[config.mk]
export PLATFORM = sky130hd
export DESIGN_NAME = sram_frame_writer_flat
export DESIGN_NICKNAME = d
export VERILOG_FILES = /design/src/rtl/sram_frame_writer_pkg.sv /design/src/rtl/sram_frame_writer_if.sv /design/src/rtl/sram_frame_writer.sv /design/src/flat_wrapper.sv
export SDC_FILE = /design/constraint.sdc
export NUM_CORES = 1
export LEC_CHECK = 0
export CAP_MARGIN = 20
export CORE_MARGIN = 5
export CORE_UTILIZATION = 44
export DETAILED_ROUTE_END_ITERATION = 7
export PLACE_DENSITY = 0.81
export SYNTH_ARGS = -nofsm -noshare
export SYNTH_HDL_FRONTEND = slang
export SYNTH_SLANG_ARGS = --single-unit
[constraint.sdc]
create_clock -name clk108 -period 2.15 [get_ports clk108]
set_clock_uncertainty 0.1 [all_clocks]
set_input_delay 0.43 -clock clk108 [delete_from_list [all_inputs] [get_ports clk108]]
set_output_delay 0.43 -clock clk108 [all_outputs]
set_load 0.02 [all_outputs]
[src/rtl/sram_frame_writer_pkg.sv]
`default_nettype none
// ============================================================================
// Package     : sfb_pkg
// Description : State encoding, SRAM sizing and display geometry shared by
//               the frame writer and the VGA display stage.
// Revision    : 1.0 - initial release
// ============================================================================
package sfb_pkg;

  localparam int SRAM_ADDR_W  = 20;
  localparam int FRAME_1024SQ = 1048576;

  // Display geometry (1280x1024 @ 60 Hz, 108 MHz pixel clock); the stored
  // image is the 1024x1024 window inside the active area.
  localparam int DISP_H_ACTIVE = 1280;
  localparam int DISP_V_ACTIVE = 1024;
  localparam int DISP_H_TOTAL  = 1688;
  localparam int DISP_V_TOTAL  = 1066;
  localparam int IMG_W         = 1024;
  localparam int IMG_H         = 1024;

  typedef enum logic [2:0] {
    S_IDLE     = 3'd0,
    S_WAIT_SOF = 3'd1,
    S_SETUP    = 3'd2,
    S_STROBE   = 3'd3,
    S_HOLD     = 3'd4,
    S_ACCEPT   = 3'd5,
    S_DONE     = 3'd6
  } sfw_state_t;

endpackage
`default_nettype wire

[src/rtl/sram_frame_writer_if.sv]
`default_nettype none
// ============================================================================
// Interface   : sram_frame_writer_if
// Description : Pixel stream (valid/ready + sof) and external SRAM bus.
//               master = frame writer side, slave = stream source / SRAM pad.
// Revision    : 1.0 - initial release
// ============================================================================
interface sram_frame_writer_if #(
  parameter int ADDR_W = 20
);
  logic              pix_valid;
  logic              pix_ready;
  logic              pix_sof;
  logic [7:0]        pix_r;
  logic [7:0]        pix_b;
  logic [ADDR_W-1:0] sram_addr;
  logic [15:0]       sram_dq_out;
  logic              sram_dq_oe;
  logic              sram_we_n;
  logic              sram_oe_n;
  logic              sram_ce_n;
  logic              sram_ub_n;
  logic              sram_lb_n;

  modport master (
    input  pix_valid, pix_sof, pix_r, pix_b,
    output pix_ready, sram_addr, sram_dq_out, sram_dq_oe,
    output sram_we_n, sram_oe_n, sram_ce_n, sram_ub_n, sram_lb_n
  );

  modport slave (
    output pix_valid, pix_sof, pix_r, pix_b,
    input  pix_ready, sram_addr, sram_dq_out, sram_dq_oe,
    input  sram_we_n, sram_oe_n, sram_ce_n, sram_ub_n, sram_lb_n
  );
endinterface
`default_nettype wire

[src/rtl/sram_frame_writer.sv]
`default_nettype none
// ============================================================================
// Module      : sram_frame_writer
// Description : Captures one frame of {R,B} pixels into external 16-bit SRAM
//               with a SETUP/STROBE/HOLD write cycle, holding the display
//               stage off the SRAM for the duration of the write.
// Revision    : 1.0 - initial release
// ============================================================================
module sram_frame_writer
  import sfb_pkg::*;
#(
  parameter int ADDR_W      = SRAM_ADDR_W,
  parameter int FRAME_WORDS = FRAME_1024SQ
) (
  input  logic                 clk108,
  input  logic                 rst,
  input  logic                 start,
  sram_frame_writer_if.master  bus,
  output logic                 disp_en,
  output logic                 busy,
  output logic                 frame_done
);

  localparam logic [ADDR_W-1:0] LAST_ADDR = ADDR_W'(FRAME_WORDS - 1);

  sfw_state_t state;
  logic       xfer;

  // Chip and both byte lanes stay enabled; only we_n/oe_n gate accesses.
  assign bus.sram_ce_n = 1'b0;
  assign bus.sram_ub_n = 1'b0;
  assign bus.sram_lb_n = 1'b0;

  // pix_ready is registered, so a transfer is simply valid & ready.
  assign xfer = bus.pix_valid & bus.pix_ready;

  // Write FSM; every output is registered and set for the state being entered.
  always_ff @(posedge clk108) begin
    if (rst) begin
      state           <= S_IDLE;
      bus.sram_addr   <= '0;
      bus.sram_dq_out <= '0;
      bus.sram_dq_oe  <= 1'b0;
      bus.sram_we_n   <= 1'b1;
      bus.sram_oe_n   <= 1'b0;
      bus.pix_ready   <= 1'b0;
      disp_en         <= 1'b1;
      busy            <= 1'b0;
      frame_done      <= 1'b0;
    end else begin
      case (state)
        S_IDLE: begin
          if (start) begin
            state         <= S_WAIT_SOF;
            disp_en       <= 1'b0;
            bus.sram_oe_n <= 1'b1;
            bus.pix_ready <= 1'b1;
            busy          <= 1'b1;
          end
        end
        S_WAIT_SOF: begin
          // Pixels before the first sof are consumed and dropped.
          if (xfer && bus.pix_sof) begin
            state           <= S_SETUP;
            bus.sram_dq_out <= {bus.pix_r, bus.pix_b};
            bus.sram_addr   <= '0;
            bus.sram_dq_oe  <= 1'b1;
            bus.pix_ready   <= 1'b0;
          end
        end
        S_SETUP: begin
          state         <= S_STROBE;
          bus.sram_we_n <= 1'b0;
        end
        S_STROBE: begin
          state         <= S_HOLD;
          bus.sram_we_n <= 1'b1;
        end
        S_HOLD: begin
          // Last-address check precedes the increment, so the address never wraps.
          if (bus.sram_addr == LAST_ADDR) begin
            state          <= S_DONE;
            frame_done     <= 1'b1;
            bus.sram_dq_oe <= 1'b0;
          end else begin
            state         <= S_ACCEPT;
            bus.sram_addr <= bus.sram_addr + ADDR_W'(1);
            bus.pix_ready <= 1'b1;
          end
        end
        S_ACCEPT: begin
          // A sof here restarts the frame at address 0.
          if (xfer) begin
            state           <= S_SETUP;
            bus.sram_dq_out <= {bus.pix_r, bus.pix_b};
            bus.pix_ready   <= 1'b0;
            if (bus.pix_sof) begin
              bus.sram_addr <= '0;
            end
          end
        end
        S_DONE: begin
          state         <= S_IDLE;
          frame_done    <= 1'b0;
          disp_en       <= 1'b1;
          busy          <= 1'b0;
          bus.sram_oe_n <= 1'b0;
        end
        default: begin
          state <= S_IDLE;
        end
      endcase
    end
  end

endmodule
`default_nettype wire

[src/flat_wrapper.sv]
// flat-port wrapper written by rule: the top's interface ports become plain ports
module sram_frame_writer_flat import sfb_pkg::*;
#(
  parameter int ADDR_W      = SRAM_ADDR_W,
  parameter int FRAME_WORDS = FRAME_1024SQ
)
  (clk108, rst, start, disp_en, busy, frame_done, bus_pix_valid, bus_pix_sof, bus_pix_r, bus_pix_b, bus_pix_ready, bus_sram_addr, bus_sram_dq_out, bus_sram_dq_oe, bus_sram_we_n, bus_sram_oe_n, bus_sram_ce_n, bus_sram_ub_n, bus_sram_lb_n);
  sram_frame_writer_if #(.ADDR_W(ADDR_W)) bus_i ();
  input  logic clk108;
  input  logic rst;
  input  logic start;
  output logic disp_en;
  output logic busy;
  output logic frame_done;
  input wire logic [$bits(bus_i.pix_valid)-1:0] bus_pix_valid;
  input wire logic [$bits(bus_i.pix_sof)-1:0] bus_pix_sof;
  input wire logic [$bits(bus_i.pix_r)-1:0] bus_pix_r;
  input wire logic [$bits(bus_i.pix_b)-1:0] bus_pix_b;
  output wire logic [$bits(bus_i.pix_ready)-1:0] bus_pix_ready;
  output wire logic [$bits(bus_i.sram_addr)-1:0] bus_sram_addr;
  output wire logic [$bits(bus_i.sram_dq_out)-1:0] bus_sram_dq_out;
  output wire logic [$bits(bus_i.sram_dq_oe)-1:0] bus_sram_dq_oe;
  output wire logic [$bits(bus_i.sram_we_n)-1:0] bus_sram_we_n;
  output wire logic [$bits(bus_i.sram_oe_n)-1:0] bus_sram_oe_n;
  output wire logic [$bits(bus_i.sram_ce_n)-1:0] bus_sram_ce_n;
  output wire logic [$bits(bus_i.sram_ub_n)-1:0] bus_sram_ub_n;
  output wire logic [$bits(bus_i.sram_lb_n)-1:0] bus_sram_lb_n;
  assign bus_i.pix_valid = bus_pix_valid;
  assign bus_i.pix_sof = bus_pix_sof;
  assign bus_i.pix_r = bus_pix_r;
  assign bus_i.pix_b = bus_pix_b;
  assign bus_pix_ready = bus_i.pix_ready;
  assign bus_sram_addr = bus_i.sram_addr;
  assign bus_sram_dq_out = bus_i.sram_dq_out;
  assign bus_sram_dq_oe = bus_i.sram_dq_oe;
  assign bus_sram_we_n = bus_i.sram_we_n;
  assign bus_sram_oe_n = bus_i.sram_oe_n;
  assign bus_sram_ce_n = bus_i.sram_ce_n;
  assign bus_sram_ub_n = bus_i.sram_ub_n;
  assign bus_sram_lb_n = bus_i.sram_lb_n;
  sram_frame_writer #(.ADDR_W(ADDR_W), .FRAME_WORDS(FRAME_WORDS)) u_core (.clk108(clk108), .rst(rst), .start(start), .bus(bus_i), .disp_en(disp_en), .busy(busy), .frame_done(frame_done));
endmodule
==> flow_summary.json <==
{
  "nNetsFinal": 374,
  "hpwlAfterDp_mm": 4.46,
  "cts_buffers": 5,
  "fin_crit_ns": 2.02,
  "yosysUniqueCellTypes": 48,
  "die_area_um2": 6470,
  "grt_max_degree": 19,
  "vias": 2334,
  "seqCellArea_um2": 901,
  "pwr-share-seq": 0.406,
  "maxCapViolCount": 0,
  "synth_area_um2": 2180,
  "drc": 0,
  "slowest_stage": "or3_1",
  "worstPathArrival_ns": 2.15,
  "drive_above_1_share": 0.136,
  "clk_pin_slew_ns": 0.09,
  "power_leakage_nw": 1.14,
  "ys_warn_count": 0,
  "crit_cells": 5,
  "drt-total-wl_mm": 6.12,
  "insertion_delay_ns": 0.30,
  "die_w_um": 80.5,
  "die_h_um": 80.5,
  "syn_area_per_cell_um2": 7.86,
  "gp_congestion": 0.884,
  "antenna_found_initial": 0,
  "cts_tree": "yes",
  "grt_pass1_wl_mm": 9.80,
  "cts_max_level": 2,
  "insertedDiodeCount": 0,
  "finalMaxSlewViolations": 0,
  "synth-main-ff-cell": "dfxtp_1",
  "ff2ff_path_depth": 5,
  "startpoint_type": "flip-flop",
  "cp_num_buf_inv": 0,
  "final_antenna_net_count": 0,
  "hold_class": "flip-flop to flip-flop",
  "p_int_mw": 1.67,
  "async_flop_share": 0,
  "fmax_ghz": 0.496,
  "p_clk_frac": 0.256,
  "clock_path_buffers": 2,
  "end_kind": "flip-flop",
  "hold_path_depth": 2,
  "p_per_area_nw_per_um2": 816,
  "grt_pass1_vias": 2212,
  "cp.required_ns": 2.29,
  "pwr-share-comb": 0.339,
  "initial_utilization": 0.456,
  "crit_chain": "nand4_2 > or3_1 > o31ai_2 > a22oi_1 > nor3_2",
  "r2r_slack_ns": 0.13,
  "fill_cells": 420,
  "critical-path-top-delay-family": "simple AND/OR/NAND/NOR gates",
  "fp.coreArea_um2": 4790,
  "area_growth_pct": 42.7,
  "routedWlPerCell_um": 14.6,
  "finalSetupViolCount": 0,
  "peakVddDrop_v": 0.000513,
  "crit_type": "flip-flop to flip-flop",
  "period_share": 0.938,
  "firstDrtPassIters": 4,
  "status": "completed",
  "syn-instance-count": 278,
  "synth-edff-count": 0,
  "synth_seq_area_share": 0.412,
  "stdcell_area_um2": 3120,
  "overflow": 0,
  "pin_count": 67,
  "dr.first_iter.drc_count": 111,
  "clock_sinks": 45,
  "max_slew.worst_pin.slew_ns": 0.608,
  "port_buffers": 63,
  "multi_input_area_um2": 1160,
  "fp-row-count": 25,
  "ys_ff_latch": 45,
  "p_switching_mw": 0.875,
  "place_area_um2": 2980,
  "worstPathMaxFanout": 6,
  "cts_root_buffer": "clkbuf_8",
  "grt_use_total": 0.191,
  "slowest_delay_ns": 0.53,
  "swShare": 0.344,
  "fin_util": 0.651,
  "maxSlewHeadroom": 0.594,
  "vias_per_cell": 5.56,
  "hold_violations": 0
}
-- worst reg2reg max path, delay by kind of cell (launching register included) --
kind	cells	cell delay (ns)
simple gates	3	0.87
compound gates	2	0.59
flops	1	0.40
-- layout make-up --
| cell class | instances | area share |
|---|---|---|
| Multi-Input combinational cell | 205 | 0.372 |
| Sequential cell | 45 | 0.289 |
| Timing Repair Buffer | 88 | 0.267 |
| Tap cell | 67 | 0.0269 |
| Clock buffer | 5 | 0.0221 |
| Clock inverter | 3 | 0.0149 |
| Inverter | 7 | 0.00843 |
-- cells in the mapped netlist (all sizes together) (4+ instances only) --
library cell / instances / area share
a21oi: 31 / 0.073
a311oi: 4 / 0.016
o31a: 4 / 0.016
nand4: 11 / 0.034
o31ai: 5 / 0.019
nand2: 48 / 0.082
o21ai: 10 / 0.023
nor3: 7 / 0.018
dfxtp: 45 / 0.41
buf: 14 / 0.037
clkbuf: 9 / 0.015
a31oi: 15 / 0.043
nand3: 7 / 0.016
nor2: 18 / 0.032
and3: 6 / 0.017
inv: 7 / 0.012
-- per-layer routing --
metal	GRT usage	wire length [µm]	vias to the layer above
li1	-	-	1154
met1	0.233	2660	1100
met2	0.325	3100	72
met3	0.0426	309	8
met4	0.0709	50	0
met5	0	0	-
-- power groups by stage --
stage	clock network, mW	logic, mW	registers [mW]
3_3_place_gp	0	0.839	1.05
6_report	0.650	0.861	1.03
4_1_cts	0.661	0.862	1.03
5_1_grt	0.698	0.942	1.05
3_5_place_dp	0	0.853	1.05
2_1_floorplan	0	0.418	1.15
-- logic make-up (layout without fill, tap and decap cells) --
logic type / Yosys count / after routing / share of synthesized area
buffers and inverters: 30 / 103 / 0.0641
other: 1 / 3 / 0.00172
muxes: 2 / 2 / 0.00974
adders and majority gates: 1 / 1 / 0.00573
AOI/OAI and AO/OA: 87 / 87 / 0.258
DFF: 45 / 45 / 0.412
and+or+nand+nor: 112 / 112 / 0.249
-- registers in the layout, indices dropped and copies added (netlist names) --
signal / flops
u_core.bus.sram_addr: 20
u_core.bus.pix_ready: 1
u_core.bus.sram_oe_n: 1
u_core.frame_done: 1
u_core.bus.sram_dq_out: 16
u_core.state: 3
u_core.bus.sram_we_n: 1
u_core.bus.sram_dq_oe: 1
u_core.disp_en: 1
-- final timing paths --
path / startpoint / end
worst min register to register: u_core.bus.sram_dq_out[12] / u_core.bus.sram_dq_out[12]
worst max register to register: u_core.bus.sram_addr[14] / u_core.bus.sram_addr[17]
worst min-delay path: u_core.bus.sram_dq_out[12] / u_core.bus.sram_dq_out[12]
worst max-delay path: u_core.bus.sram_addr[14] / u_core.bus.sram_addr[17]
-- cells in the final DEF (no fill, tap or decap), drive strengths merged, types with 3 or more instances in the layout --
master	n
o31a	4
o21ai	10
o21a	3
nand4	11
dfxtp	45
or2	3
a311oi	4
nor2	18
buf	25
nand2	48
inv	7
a21o	3
and3	6
o31ai	5
clkdlybuf4s50	63
nand3	7
a21oi	31
conb	3
nor3	7
a31oi	15
clkbuf	5
-- repair_timing --
item                       CTS  global route
hold buffers                 0             0
setup buffers                0             2
gates resized for setup      0             4
setup endpoints to repair    0            25
-- through the flow --
step                      hold WS, ns  std cells  setup slack, ns  TNS [ns]  power (mW)
after CTS                       0.363        418           0.0384         0        2.55
after detailed placement        0.349        410           -0.233     -3.46        1.90
after global placement          0.341        410           -0.182     -2.82        1.89
after floorplan                 0.433        280           0.0606         0        1.57
after global routing            0.385        420          -0.0120   -0.0126        2.69
final                           0.359        420            0.132         0        2.54
No activity file was read; power rests on OpenSTA's default activity.
